<file path="src/rtl/ctrl_pkg.sv">
// Shared encodings for the pipelined RV32I control path: opcodes, control
// field enums and the per-stage control word carried through ID/EX, EX/MEM, MEM/WB.
package ctrl_pkg;

   localparam logic [6:0] OP_R      = 7'b0110011;
   localparam logic [6:0] OP_IMM    = 7'b0010011;
   localparam logic [6:0] OP_LOAD   = 7'b0000011;
   localparam logic [6:0] OP_STORE  = 7'b0100011;
   localparam logic [6:0] OP_BRANCH = 7'b1100011;
   localparam logic [6:0] OP_JAL    = 7'b1101111;
   localparam logic [6:0] OP_JALR   = 7'b1100111;
   localparam logic [6:0] OP_LUI    = 7'b0110111;
   localparam logic [6:0] OP_AUIPC  = 7'b0010111;

   typedef enum logic [3:0] {
      ALU_ADD   = 4'd0,
      ALU_SUB   = 4'd1,
      ALU_AND   = 4'd2,
      ALU_OR    = 4'd3,
      ALU_XOR   = 4'd4,
      ALU_SLT   = 4'd5,
      ALU_SLTU  = 4'd6,
      ALU_SLL   = 4'd7,
      ALU_SRL   = 4'd8,
      ALU_SRA   = 4'd9,
      ALU_PASSB = 4'd10
   } alu_op_t;

   typedef enum logic [2:0] {
      IMM_I = 3'b000,
      IMM_S = 3'b001,
      IMM_B = 3'b010,
      IMM_J = 3'b011,
      IMM_U = 3'b100
   } imm_src_t;

   typedef enum logic [1:0] {
      RES_ALU = 2'b00,
      RES_MEM = 2'b01,
      RES_PC4 = 2'b10
   } result_src_t;

   typedef enum logic [1:0] {
      PC_PLUS4  = 2'b00,
      PC_TARGET = 2'b01,
      PC_ALU    = 2'b10
   } pc_src_t;

   typedef struct packed {
      logic        reg_write;
      result_src_t result_src;
      logic        mem_write;
      logic        jump;
      logic        branch;
      logic [2:0]  func3;
      alu_op_t     alu_control;
      logic        alu_src_a;
      logic        alu_src_b;
   } ctrl_word_t;

   localparam int         CTRL_W      = $bits(ctrl_word_t);
   localparam ctrl_word_t CTRL_BUBBLE = '0;

   // alt selects SUB/SRA; callers qualify it per instruction class.
   function automatic alu_op_t alu_from_func3(input logic [2:0] f3, input logic alt);
      case (f3)
         3'b000:  return alt ? ALU_SUB : ALU_ADD;
         3'b001:  return ALU_SLL;
         3'b010:  return ALU_SLT;
         3'b011:  return ALU_SLTU;
         3'b100:  return ALU_XOR;
         3'b101:  return alt ? ALU_SRA : ALU_SRL;
         3'b110:  return ALU_OR;
         default: return ALU_AND;
      endcase
   endfunction

endpackage

</file>
<file path="src/rtl/instr_decoder.sv">
// Combinational RV32I decode: instruction -> control word, immediate format
// and illegal flag. Illegal encodings come out as a bubble.
module instr_decoder
   import ctrl_pkg::*;
(
   input  logic [31:0]       instr_i,
   output logic [CTRL_W-1:0] ctrl_o,
   output logic [2:0]        imm_src_o,
   output logic              illegal_o
);

   logic [6:0] opcode;
   logic [6:0] func7;
   logic [2:0] func3;
   ctrl_word_t w;
   imm_src_t   imm;
   logic       ill;
   logic       unused_fields;

   assign opcode        = instr_i[6:0];
   assign func3         = instr_i[14:12];
   assign func7         = instr_i[31:25];
   assign unused_fields = ^{instr_i[24:15], instr_i[11:7]};

   always_comb begin
      w       = CTRL_BUBBLE;
      imm     = IMM_I;
      ill     = 1'b0;
      w.func3 = func3;
      case (opcode)
         OP_R: begin
            w.reg_write   = 1'b1;
            w.alu_control = alu_from_func3(func3, func7[5]);
            ill = !((func7 == 7'b0000000) ||
                    ((func7 == 7'b0100000) && ((func3 == 3'b000) || (func3 == 3'b101))));
         end
         OP_IMM: begin
            w.reg_write   = 1'b1;
            w.alu_src_b   = 1'b1;
            // func7 is immediate data except on shifts, so ADDI never becomes SUB
            w.alu_control = alu_from_func3(func3, func7[5] & (func3 == 3'b101));
            if (func3 == 3'b001)
               ill = (func7 != 7'b0000000);
            else if (func3 == 3'b101)
               ill = (func7 != 7'b0000000) && (func7 != 7'b0100000);
         end
         OP_LOAD: begin
            w.reg_write  = 1'b1;
            w.result_src = RES_MEM;
            w.alu_src_b  = 1'b1;
            ill          = (func3 != 3'b010);
         end
         OP_STORE: begin
            w.mem_write = 1'b1;
            w.alu_src_b = 1'b1;
            imm         = IMM_S;
            ill         = (func3 != 3'b010);
         end
         OP_BRANCH: begin
            w.branch      = 1'b1;
            w.alu_control = ALU_SUB;
            imm           = IMM_B;
            ill           = (func3[2:1] == 2'b01);
         end
         OP_JAL: begin
            w.reg_write  = 1'b1;
            w.result_src = RES_PC4;
            w.jump       = 1'b1;
            imm          = IMM_J;
         end
         OP_JALR: begin
            w.reg_write  = 1'b1;
            w.result_src = RES_PC4;
            w.jump       = 1'b1;
            w.alu_src_b  = 1'b1;
            ill          = (func3 != 3'b000);
         end
         OP_LUI: begin
            w.reg_write   = 1'b1;
            w.alu_control = ALU_PASSB;
            w.alu_src_b   = 1'b1;
            imm           = IMM_U;
         end
         OP_AUIPC: begin
            w.reg_write = 1'b1;
            w.alu_src_a = 1'b1;
            w.alu_src_b = 1'b1;
            imm         = IMM_U;
         end
         default: ill = 1'b1;
      endcase
      if (ill) begin
         w   = CTRL_BUBBLE;
         imm = IMM_I;
      end
   end

   assign ctrl_o    = w;
   assign imm_src_o = imm;
   assign illegal_o = ill;

endmodule

</file>
<file path="src/rtl/pipelined_control_unit.sv">
// Five-stage RV32I control path: decode, ID/EX, EX/MEM, MEM/WB control
// registers and Execute-stage branch/jump resolution with self-generated flushes.
module pipelined_control_unit
   import ctrl_pkg::*;
#(
   parameter int ALU_CTRL_W   = 4,
   parameter bit TRAP_ILLEGAL = 1'b0
) (
   input  logic                  clk,
   input  logic                  rst,
   input  logic [31:0]           instr_d,
   input  logic                  flush_e_in,
   input  logic                  zero_e,
   input  logic                  lt_e,
   input  logic                  ltu_e,
   output logic [2:0]            imm_src_d,
   output logic                  illegal_d,
   output logic [ALU_CTRL_W-1:0] alu_control_e,
   output logic                  alu_src_a_e,
   output logic                  alu_src_b_e,
   output logic [1:0]            pc_src_e,
   output logic                  flush_d,
   output logic                  flush_e,
   output logic [1:0]            result_src_e,
   output logic [1:0]            result_src_m,
   output logic [1:0]            result_src_w,
   output logic                  reg_write_m,
   output logic                  reg_write_w,
   output logic                  mem_write_m
);

   logic [CTRL_W-1:0] dec_bits;
   ctrl_word_t        dec_word;
   logic              dec_illegal;
   ctrl_word_t        ex_d, ex_q, mem_q, wb_q;
   logic              cond_e, taken_e;
   pc_src_t           pc_src;
   logic              unused_trap, unused_fields;

   instr_decoder u_dec (
      .instr_i   (instr_d),
      .ctrl_o    (dec_bits),
      .imm_src_o (imm_src_d),
      .illegal_o (dec_illegal)
   );

   assign dec_word  = ctrl_word_t'(dec_bits);
   // Both policies flag and bubble identically here; trapping is handled downstream.
   assign illegal_d   = dec_illegal;
   assign unused_trap = TRAP_ILLEGAL;

   always_comb begin
      cond_e = 1'b0;
      case (ex_q.func3)
         3'b000:  cond_e = zero_e;
         3'b001:  cond_e = !zero_e;
         3'b100:  cond_e = lt_e;
         3'b101:  cond_e = !lt_e;
         3'b110:  cond_e = ltu_e;
         3'b111:  cond_e = !ltu_e;
         default: cond_e = 1'b0;
      endcase
   end

   assign taken_e = ex_q.jump | (ex_q.branch & cond_e);

   // JALR is the only jump that takes its operand B from the immediate.
   always_comb begin
      pc_src = PC_PLUS4;
      if (ex_q.jump & ex_q.alu_src_b)
         pc_src = PC_ALU;
      else if (taken_e)
         pc_src = PC_TARGET;
   end

   assign ex_d = (flush_e_in | taken_e | dec_illegal) ? CTRL_BUBBLE : dec_word;

   always_ff @(posedge clk or posedge rst) begin
      if (rst) begin
         ex_q  <= CTRL_BUBBLE;
         mem_q <= CTRL_BUBBLE;
         wb_q  <= CTRL_BUBBLE;
      end else begin
         ex_q  <= ex_d;
         mem_q <= ex_q;
         wb_q  <= mem_q;
      end
   end

   assign alu_control_e = ALU_CTRL_W'(ex_q.alu_control);
   assign alu_src_a_e   = ex_q.alu_src_a;
   assign alu_src_b_e   = ex_q.alu_src_b;
   assign result_src_e  = ex_q.result_src;
   assign pc_src_e      = pc_src;
   assign flush_d       = taken_e;
   assign flush_e       = taken_e;

   assign result_src_m  = mem_q.result_src;
   assign reg_write_m   = mem_q.reg_write;
   assign mem_write_m   = mem_q.mem_write;
   assign result_src_w  = wb_q.result_src;
   assign reg_write_w   = wb_q.reg_write;

   assign unused_fields = ^{mem_q.jump, mem_q.branch, mem_q.func3, mem_q.alu_control,
                            mem_q.alu_src_a, mem_q.alu_src_b, wb_q.mem_write, wb_q.jump,
                            wb_q.branch, wb_q.func3, wb_q.alu_control, wb_q.alu_src_a,
                            wb_q.alu_src_b};

endmodule

</file>
<file path="config.mk">
export PLATFORM = sky130hd
export DESIGN_NAME = pipelined_control_unit
export DESIGN_NICKNAME = d
export VERILOG_FILES = /design/src/rtl/ctrl_pkg.sv /design/src/rtl/instr_decoder.sv /design/src/rtl/pipelined_control_unit.sv
export SDC_FILE = /design/constraint.sdc
export NUM_CORES = 1
export LEC_CHECK = 0
export BUFFER_PORTS_ARGS = -buffer_cell sky130_fd_sc_hd__buf_2
export CAP_MARGIN = 10
export CELL_PAD_IN_SITES_DETAIL_PLACEMENT = 0
export CELL_PAD_IN_SITES_GLOBAL_PLACEMENT = 1
export CORE_MARGIN = 5
export CORE_UTILIZATION = 34
export DETAILED_ROUTE_END_ITERATION = 12
export GPL_ROUTABILITY_DRIVEN = 0
export PLACE_DENSITY_LB_ADDON = 0.2
export SKIP_LAST_GASP = 1
export SLEW_MARGIN = 15
export SYNTH_ARGS = -nofsm -noshare
export SYNTH_HDL_FRONTEND = slang
export SYNTH_SLANG_ARGS = --single-unit
</file>
<file path="constraint.sdc">
create_clock -name clk -period 2.6 [get_ports clk]
set_input_delay 0.52 -clock clk [delete_from_list [all_inputs] [get_ports clk]]
set_output_delay 0.52 -clock clk [all_outputs]
set_load 0.03 [all_outputs]
</file>
After elaboration in Yosys (flattened, before gate mapping)
Cells that the tools add are included. Widths: inputs -> output; s select.

Register bits: 22. Bits in latches: 0. RAM bits: 0. Memory bits (read-only): 0. Bits of input ports: 38. Output and inout port bits: 23. Memories: 0.

Add/sub/neg operators: 0. Multipliers: 0. Div/mod/pow operators: 0. Magnitude comparators: 0. Eq/ne operators: 24. Shift-type cells: 0. Muxes and demuxes: 24. Bitwise operators: 6. Reductions and logical operators: 19.

Operators with widths (count): $pmux 4 s7 (2); $mux 15 (2); $eq 7x6->1 const B (4); $eq 3x3->1 const B (7); $eq 7x7->1 const B (3); $pmux 4 s4 (1); $eq 7x5->1 const B (2); $mux 1 (13); $pmux 1 s6 (2); $pmux 3 s4 (1); $eq 7x2->1 const B (1); $logic_not 7->1 (1); $ne 7x6->1 const B (1); $reduce_bool 7->1 (1); $reduce_or 7->1 (1); $eq 3x1->1 const B (2); $eq 3x2->1 const B (2); $logic_not 3->1 (2); $reduce_or 2->1 (3); $reduce_or 6->1 (1); $logic_not 1->1 (4); $pmux 2 s2 (1); $and 1x1->1 (3); $mux 3 (1); 8 further kinds (12).

Longest topological paths before layout
Gate-level depths: netlist (run 1).

Depth after elaboration: 8. Depth in mapped cells: 6. Mapped depth without buffers: 4.

Hierarchy
From an unflattened synthesis (run 1), not the netlist that was laid out.

Cell total of the unflattened synthesis: 140. Area, all modules: 1298.7 um2.

Modules (own cells, without submodules): pipelined_control_unit (instances 1, cells an instance 58, area each 817.0 um2, sequential area each 550.5 um2); instr_decoder (instances 1, cells an instance 82, area each 481.7 um2, sequential area each 0.0 um2).

Worst setup path before layout (run 1)
No wires, ideal clock.

Path kind: input -> output. Start point: in instr_d[26]. End point: out imm_src_d[1]. Arrival: 2.280 ns. Setup slack: -0.200 ns. Stages: 5. Path through: or4_4 -> o32ai_4 -> a31oi_4 -> buf_6 -> nor4_2.

Word-level cells in the longest chain between the ends: 6. Elaborated cells between the ends (all ways): 12. Classes of those cells: eq/ne (2); mux (4); reduce/logical (6).

RTL lines: start, declared (line pipelined_control_unit.sv:11) `input logic [31:0] instr_d,`; $ne 7x6->1, or another cell as far along (line instr_decoder.sv:45) `ill = (func7 != 7'b0000000) && (func7 != 7'b0100000);`; $logic_and 1x1->1 (on tied branches) (line instr_decoder.sv:45, instr_decoder.sv:35); $mux 1 or $logic_or 1x1->1 (tied branches) (line instr_decoder.sv:44, instr_decoder.sv:34); $mux 1 or $logic_not 1->1 (tied branches) (line instr_decoder.sv:42, instr_decoder.sv:34); $pmux 1 s6 * (line instr_decoder.sv:30) `case (opcode)`; $mux 3 * (line instr_decoder.sv:92) `if (ill) begin`; end, declared (line pipelined_control_unit.sv:16) `output logic [2:0] imm_src_d,`.

Every way passes the cells marked *; elsewhere a longest branch is shown, timed or not.

Worst setup path in the final report (run 1)
Start point: in instr_d[26]. End point: out illegal_d.

Word-level cells in the longest chain between the ends: 5. Elaborated cells between the ends (all ways): 11. Classes of those cells: eq/ne (2); mux (3); reduce/logical (6).

RTL lines: $ne 7x6->1, or another cell as far along (line instr_decoder.sv:45); $logic_and 1x1->1 (on tied branches) (line instr_decoder.sv:45, instr_decoder.sv:35); $mux 1 or $logic_or 1x1->1 (tied branches) (line instr_decoder.sv:44, instr_decoder.sv:34); $mux 1 or $logic_not 1->1 (tied branches) (line instr_decoder.sv:42, instr_decoder.sv:34); $pmux 1 s6 * (line instr_decoder.sv:30); end, declared (line pipelined_control_unit.sv:17) `output logic illegal_d,`.

Marked as above.

==> impl_metrics.env, run 1 <==
export IMPL_grt_max_degree=23
export IMPL_grt_pass1_vias=1101
export IMPL_coreArea_mm2=0.00372
export IMPL_regArea_um2=551
export IMPL_p_leak_uw=0.000761
export IMPL_yosysMostFrequentCell="dfrtp_1"
export IMPL_cp_end_kind="primary output"
export IMPL_antenna_found_initial=0
export IMPL_fin_skew_ps=0.534
export IMPL_cts_sinks=22
export IMPL_rows=22
export IMPL_cp_endpoint="illegal_d"
export IMPL_drv_cap=0
export IMPL_synthesis_area_mm2=0.00132
export IMPL_cts_root_buf="clkbuf_8"
export IMPL_reg2reg_depth=4
export IMPL_syn_num_nets=155
export IMPL_rsz0062_at_grt="true"
export IMPL_synthTopCellsByCount="dfrtp_1 (22), buf_4 (9), nand2_1 (7), nor4_2 (7)"
export IMPL_crit_chain="buf_2 -> or4_4 -> o32ai_4 -> a31oi_4 -> or2_2 -> buf_4"
export IMPL_ios=61
export IMPL_synth_top_area_share_pct=41.8
export IMPL_drive_gt1_share_pct=47.8
export IMPL_viasPerCell=5.06
export IMPL_wl_met1_um=1210
export IMPL_crit_required_ps=2080
export IMPL_p_per_area_mw_per_mm2=396
export IMPL_multi_input_area_um2=659
export IMPL_synth_area_leaders="dfrtp_1 (42%), nor4_2 (6.6%), buf_4 (5.1%)"
export IMPL_timing_slew_headroom_pct=49.4
export IMPL_met3WireLength_um=218
export IMPL_area_growth_pct=22.4
export IMPL_hp_class="register to register"
export IMPL_dpl_worst_slack_ps=12.6
export IMPL_htreeDepth=1
export IMPL_ant_nets=0
export IMPL_dp_hpwl_um=2190
export IMPL_slew_viol_final=0
export IMPL_cts_tree="yes"
export IMPL_drt_total_wl_um=2720
export IMPL_drc=0
export IMPL_drt_iter0_markers=73
export IMPL_post_cts_buffers=0
export IMPL_synth_largest_area_cell="dfrtp_1"
export IMPL_whs_ps=351
export IMPL_diodes=0
export IMPL_max_freq_ghz=0.392
export IMPL_ys_seq_area_share_pct=41.8
export IMPL_worstMarginPinSlew_ps=759
export IMPL_io_buffers=45
export IMPL_initial_core_util_pct=35.5
export IMPL_nNetsFinal=199
export IMPL_die_x_um=72.3
export IMPL_ys_ff_latch=22
export IMPL_firstDrtPassIters=4
export IMPL_critPathSlowestCell="or4_4"
export IMPL_finalHoldViolations=0
export IMPL_worst_slack_ps=50.3
export IMPL_ys_warn_count=0
export IMPL_final_setup_viol_count=0
export IMPL_reg2reg_from="ex_q[6]"
export IMPL_grt_total_usage_pct=11.2
export IMPL_synth_ff_type="dfrtp_1"
export IMPL_reg2reg_to="ex_q[14]"
export IMPL_post_cts_resized=0
export IMPL_synth_cell_types=47
export IMPL_r2r_slack_ps=720
export IMPL_synth_avg_cell_area_um2=11.3
export IMPL_clockBufferDepth=2
export IMPL_fp_dieH_um=72.3
export IMPL_fillers=378
export IMPL_clkTransAtPathRegs_ps=70
export IMPL_grt_overflow=0
export IMPL_insertion_delay_ps=250
export IMPL_wl_per_cell_um=13.2
export IMPL_arrival_ps=2030
export IMPL_irDropWorstVdd_mv=0.168
export IMPL_path_max_fanout=3
export IMPL_grt_pass1_wl_um=4850
export IMPL_cts_buffers_inserted=3
export IMPL_highest_layer="met4"
export IMPL_crit_type="input pin to primary output"
export IMPL_critical_path_max_stage_delay_ps=530
export IMPL_syn_inst=117
export IMPL_cp_start_kind="input pin"
export IMPL_critPathLaunch="instr_d[26]"
export IMPL_status="finished, final reports clean"
export IMPL_synth_edf_count=0
export IMPL_met2_length_um=1260
export IMPL_cts_hold_fix_buffers=0
export IMPL_async_flop_share_pct=100
export IMPL_period_share_pct=98.1
export IMPL_dieArea_mm2=0.00522
export IMPL_fin_crit_ps=2550
export IMPL_vias=1048
-- layout make-up --
cell class | instances | area share (%)
clock buffers | 3 | 2.56
multi-input cells | 78 | 40.9
well taps | 48 | 3.72
repair buffers | 53 | 18.0
flip-flops and latches | 22 | 34.1
inverters | 3 | 0.698
-- registers in the layout (all words and copies together) (netlist names) --
name           cells
alu_control_e      4
alu_src_a_e        1
alu_src_b_e        1
ex_q               7
mem_write_m        1
reg_write_m        1
reg_write_w        1
result_src_e       2
result_src_m       2
result_src_w       2
-- kinds of logic after synthesis --
group	synth area share (%)
AND/OR/NAND/NOR	31.1
flip-flops	41.8
AO/OA/AOI/OAI	13.3
buffers and inverters	9.50
XOR/XNOR	2.66
multiplexers	1.61
-- layout by cell type (no fill, tap or decap), drive strengths merged, types with 3 or more instances in the layout --
master and count:
a31oi 3, and2b 4, buf 53, clkbuf 3, dfrtp 22, inv 3
nand2 7, nand3 3, nor2 5, nor4 10, nor4b 6, o21ai 3
o32ai 3, xor2 3
-- metrics by stage --
| step | std cells | cell area (um2) | setup TNS, ps | power, uW | util (%) |
|---|---|---|---|---|---|
| floorplan | 117 | 1340 | -19.3 | 417 | - |
| global placement | 204 | 1570 | 0 | 451 | 42.2 |
| detailed placement | 204 | 1570 | 0 | 453 | 42.2 |
| CTS | 207 | 1610 | 0 | 646 | 43.3 |
| global route | 207 | 1610 | -3.39 | 673 | 43.4 |
| finish | 207 | 1610 | 0 | 638 | 43.4 |
-- worst min path at each step --
stage	startpoint	end	slack, ps	depth (start not counted)
floorplan	ex_q[11]	mem_write_m	330	0
global placement	ex_q[11]	mem_write_m	330	0
detailed placement	ex_q[14]	reg_write_m	330	0
CTS	ex_q[14]	reg_write_m	350	0
global route	ex_q[14]	reg_write_m	360	0
finish	ex_q[14]	reg_write_m	350	0
-- layer usage --
metal	vias to the layer above	GRT usage, %
met2	36	18.3
met1	496	14.8
met4	0	4.18
li1	514	-
met3	2	1.80
met5	-	0
-- report_power, final --
group	internal, uW	switching, uW
Combinational	41.9	59.6
Sequential	343	0.657
Clock	103	89.8
-- critical path, delay by kind of cell --
kind / cells / cell delay [ps]
buffers and inverters: 2 / 270
and+or+nand+nor: 2 / 840
AOI/OAI and AO/OA: 2 / 390
Note: power is estimated with default switching activity, not from simulation.
==> run 2, diff against run 1 <==
==> constraint.sdc (replaced) <==
create_clock -name clk -period 2.8 [get_ports clk]
set_input_delay 0.56 -clock clk [delete_from_list [all_inputs] [get_ports clk]]
set_output_delay 0.56 -clock clk [all_outputs]
set_load 0.03 [all_outputs]
==> run 2 against run 1 <==
Effect of this change:
- clock skew rose by 3.1 ps
- register-to-register slack improved by 180 ps
- hold slack improved by 0.98 ps
- largest cell class unchanged
- sequential power shrank 7.3%
- worst setup slack gained 89 ps
- non-clock buffer count fell by 4
- routed wire length rose by 1.9%
- cell area fell by 0.85%
- sequential cell count unchanged
- first-iteration DRC count shrank 42%
- largest power group unchanged
- global-route usage is essentially flat
- critical path type unchanged
==> impl_metrics.env, run 2 (synthesis gave the netlist of run 1 again) <==
export IMPL_firstDrtPassIters=4
export IMPL_post_cts_resized=0
export IMPL_coreArea_mm2=0.00372
export IMPL_fp_dieH_um=72.3
export IMPL_finalHoldViolations=0
export IMPL_clockBufferDepth=2
export IMPL_clkTransAtPathRegs_ps=70
export IMPL_drive_gt1_share_pct=46.8
export IMPL_rows=22
export IMPL_vias=1047
export IMPL_drt_iter0_markers=42
export IMPL_whs_ps=351
export IMPL_antenna_found_initial=0
export IMPL_htreeDepth=1
export IMPL_post_cts_buffers=0
export IMPL_cp_start_kind="input pin"
export IMPL_wl_per_cell_um=13.6
export IMPL_slew_viol_final=0
export IMPL_arrival_ps=2100
export IMPL_cts_sinks=22
export IMPL_worst_slack_ps=139
export IMPL_grt_max_degree=23
export IMPL_grt_pass1_vias=1070
export IMPL_hp_class="register to register"
export IMPL_dpl_worst_slack_ps=113
export IMPL_critical_path_max_stage_delay_ps=530
export IMPL_diodes=0
export IMPL_initial_core_util_pct=35.5
export IMPL_area_growth_pct=21.4
export IMPL_fin_crit_ps=2660
export IMPL_final_common_cell="buf_2"
export IMPL_grt_pass1_wl_um=4770
export IMPL_status="finished, final reports clean"
export IMPL_period_share_pct=95.0
export IMPL_p_leak_uw=0.000747
export IMPL_drt_total_wl_um=2780
export IMPL_timing_slew_headroom_pct=48.4
export IMPL_critPathSlowestCell="or4_4"
export IMPL_grt_overflow=0
export IMPL_irDropWorstVdd_mv=0.173
export IMPL_drc=0
export IMPL_cts_tree="yes"
export IMPL_dieArea_mm2=0.00522
export IMPL_grt_total_usage_pct=11.2
export IMPL_ios=61
export IMPL_cts_hold_fix_buffers=0
export IMPL_cts_root_buf="clkbuf_8"
export IMPL_fin_skew_ps=3.58
export IMPL_final_setup_viol_count=0
export IMPL_cp_end_kind="primary output"
export IMPL_crit_required_ps=2240
export IMPL_crit_family="simple AND/OR/NAND/NOR gates"
export IMPL_max_freq_ghz=0.376
export IMPL_viasPerCell=5.13
export IMPL_top_register="ex_q"
export IMPL_largest_reg_flops=7
export IMPL_path_max_fanout=3
export IMPL_nNetsFinal=195
export IMPL_die_x_um=72.3
export IMPL_crit_top_cell="buf_2"
export IMPL_cts_buffers_inserted=3
export IMPL_ant_nets=0
export IMPL_worstMarginPinSlew_ps=772
export IMPL_drv_cap=0
export IMPL_insertion_delay_ps=250
export IMPL_p_per_area_mw_per_mm2=432
export IMPL_io_buffers=45
export IMPL_path_buf_inv=2
export IMPL_rsz0062_at_grt="false"
export IMPL_tns_ps=0
export IMPL_mostFrequentLayoutCells="buf_2 (45), dfrtp_1 (22), nand2_1 (7)"
export IMPL_dp_hpwl_um=2220
export IMPL_crit_type="input pin to primary output"
export IMPL_crit_chain="buf_2 -> or4_4 -> o32ai_4 -> a31oi_4 -> nor4_4 -> buf_2"
run 2: changes by cell type in the layout (fill, tap and decap cells not counted), sizes merged:
cell / change
buf: -4
bufinv: +1
run 2: through the flow:
stage / util [%] / cell area (um2) / total power (uW) / std cells
global route: 43.0 / 1600 / 728 / 204
detailed placement: 41.1 / 1530 / 415 / 200
finish: 43.0 / 1600 / 691 / 204
CTS: 43.0 / 1600 / 702 / 204
global placement: 41.1 / 1530 / 413 / 200
floorplan: - / 1330 / 386 / 117
run 2: routing by layer:
metal | track usage (%) | wire length, um | up-vias
li1 | - | - | 512
met1 | 14.7 | 1200 | 493
met5 | 0 | 0 | -
met4 | 6.05 | 57 | 0
met2 | 18.0 | 1320 | 38
met3 | 1.25 | 201 | 4
run 2: layout make-up:
cell class | instances | area (um2)
clock inverter | 1 | 30.0
multi-input combinational | 78 | 651
fill | 373 | 2120
tap | 48 | 60.1
timing repair buffer | 49 | 255
inverter | 3 | 11.3
clock buffer | 3 | 41.3
sequential | 22 | 551
run 2: power breakdown:
| group | switching [uW] | internal, uW | leakage [uW] |
|---|---|---|---|
| Clock | 92.0 | 191 | 0.0000357 |
| Combinational | 54.4 | 34.7 | 0.000404 |
| Sequential | 0.584 | 319 | 0.000307 |
run 2: final timing paths:
| path | slack, ps | startpoint | end | cells after the start |
|---|---|---|---|---|
| max | 140 | instr_d[26] | imm_src_d[1] | 6 |
| min | 350 | ex_q[14] | reg_write_m | 0 |
| max reg2reg | 900 | ex_q[6] | ex_q[8] | 4 |
| min reg2reg | 350 | ex_q[14] | reg_write_m | 0 |
| max in group asynchronous | 1880 | rst | ex_q[8] | 2 |
| min in group asynchronous | 430 | rst | result_src_m[1] | 2 |
run 2: worst reg2reg max path: stages (launching register included):
cell     delay (ps)
dfrtp_1         400
xor2_1          190
a41o_1          240
a311o_1         570
nor4b_1         390
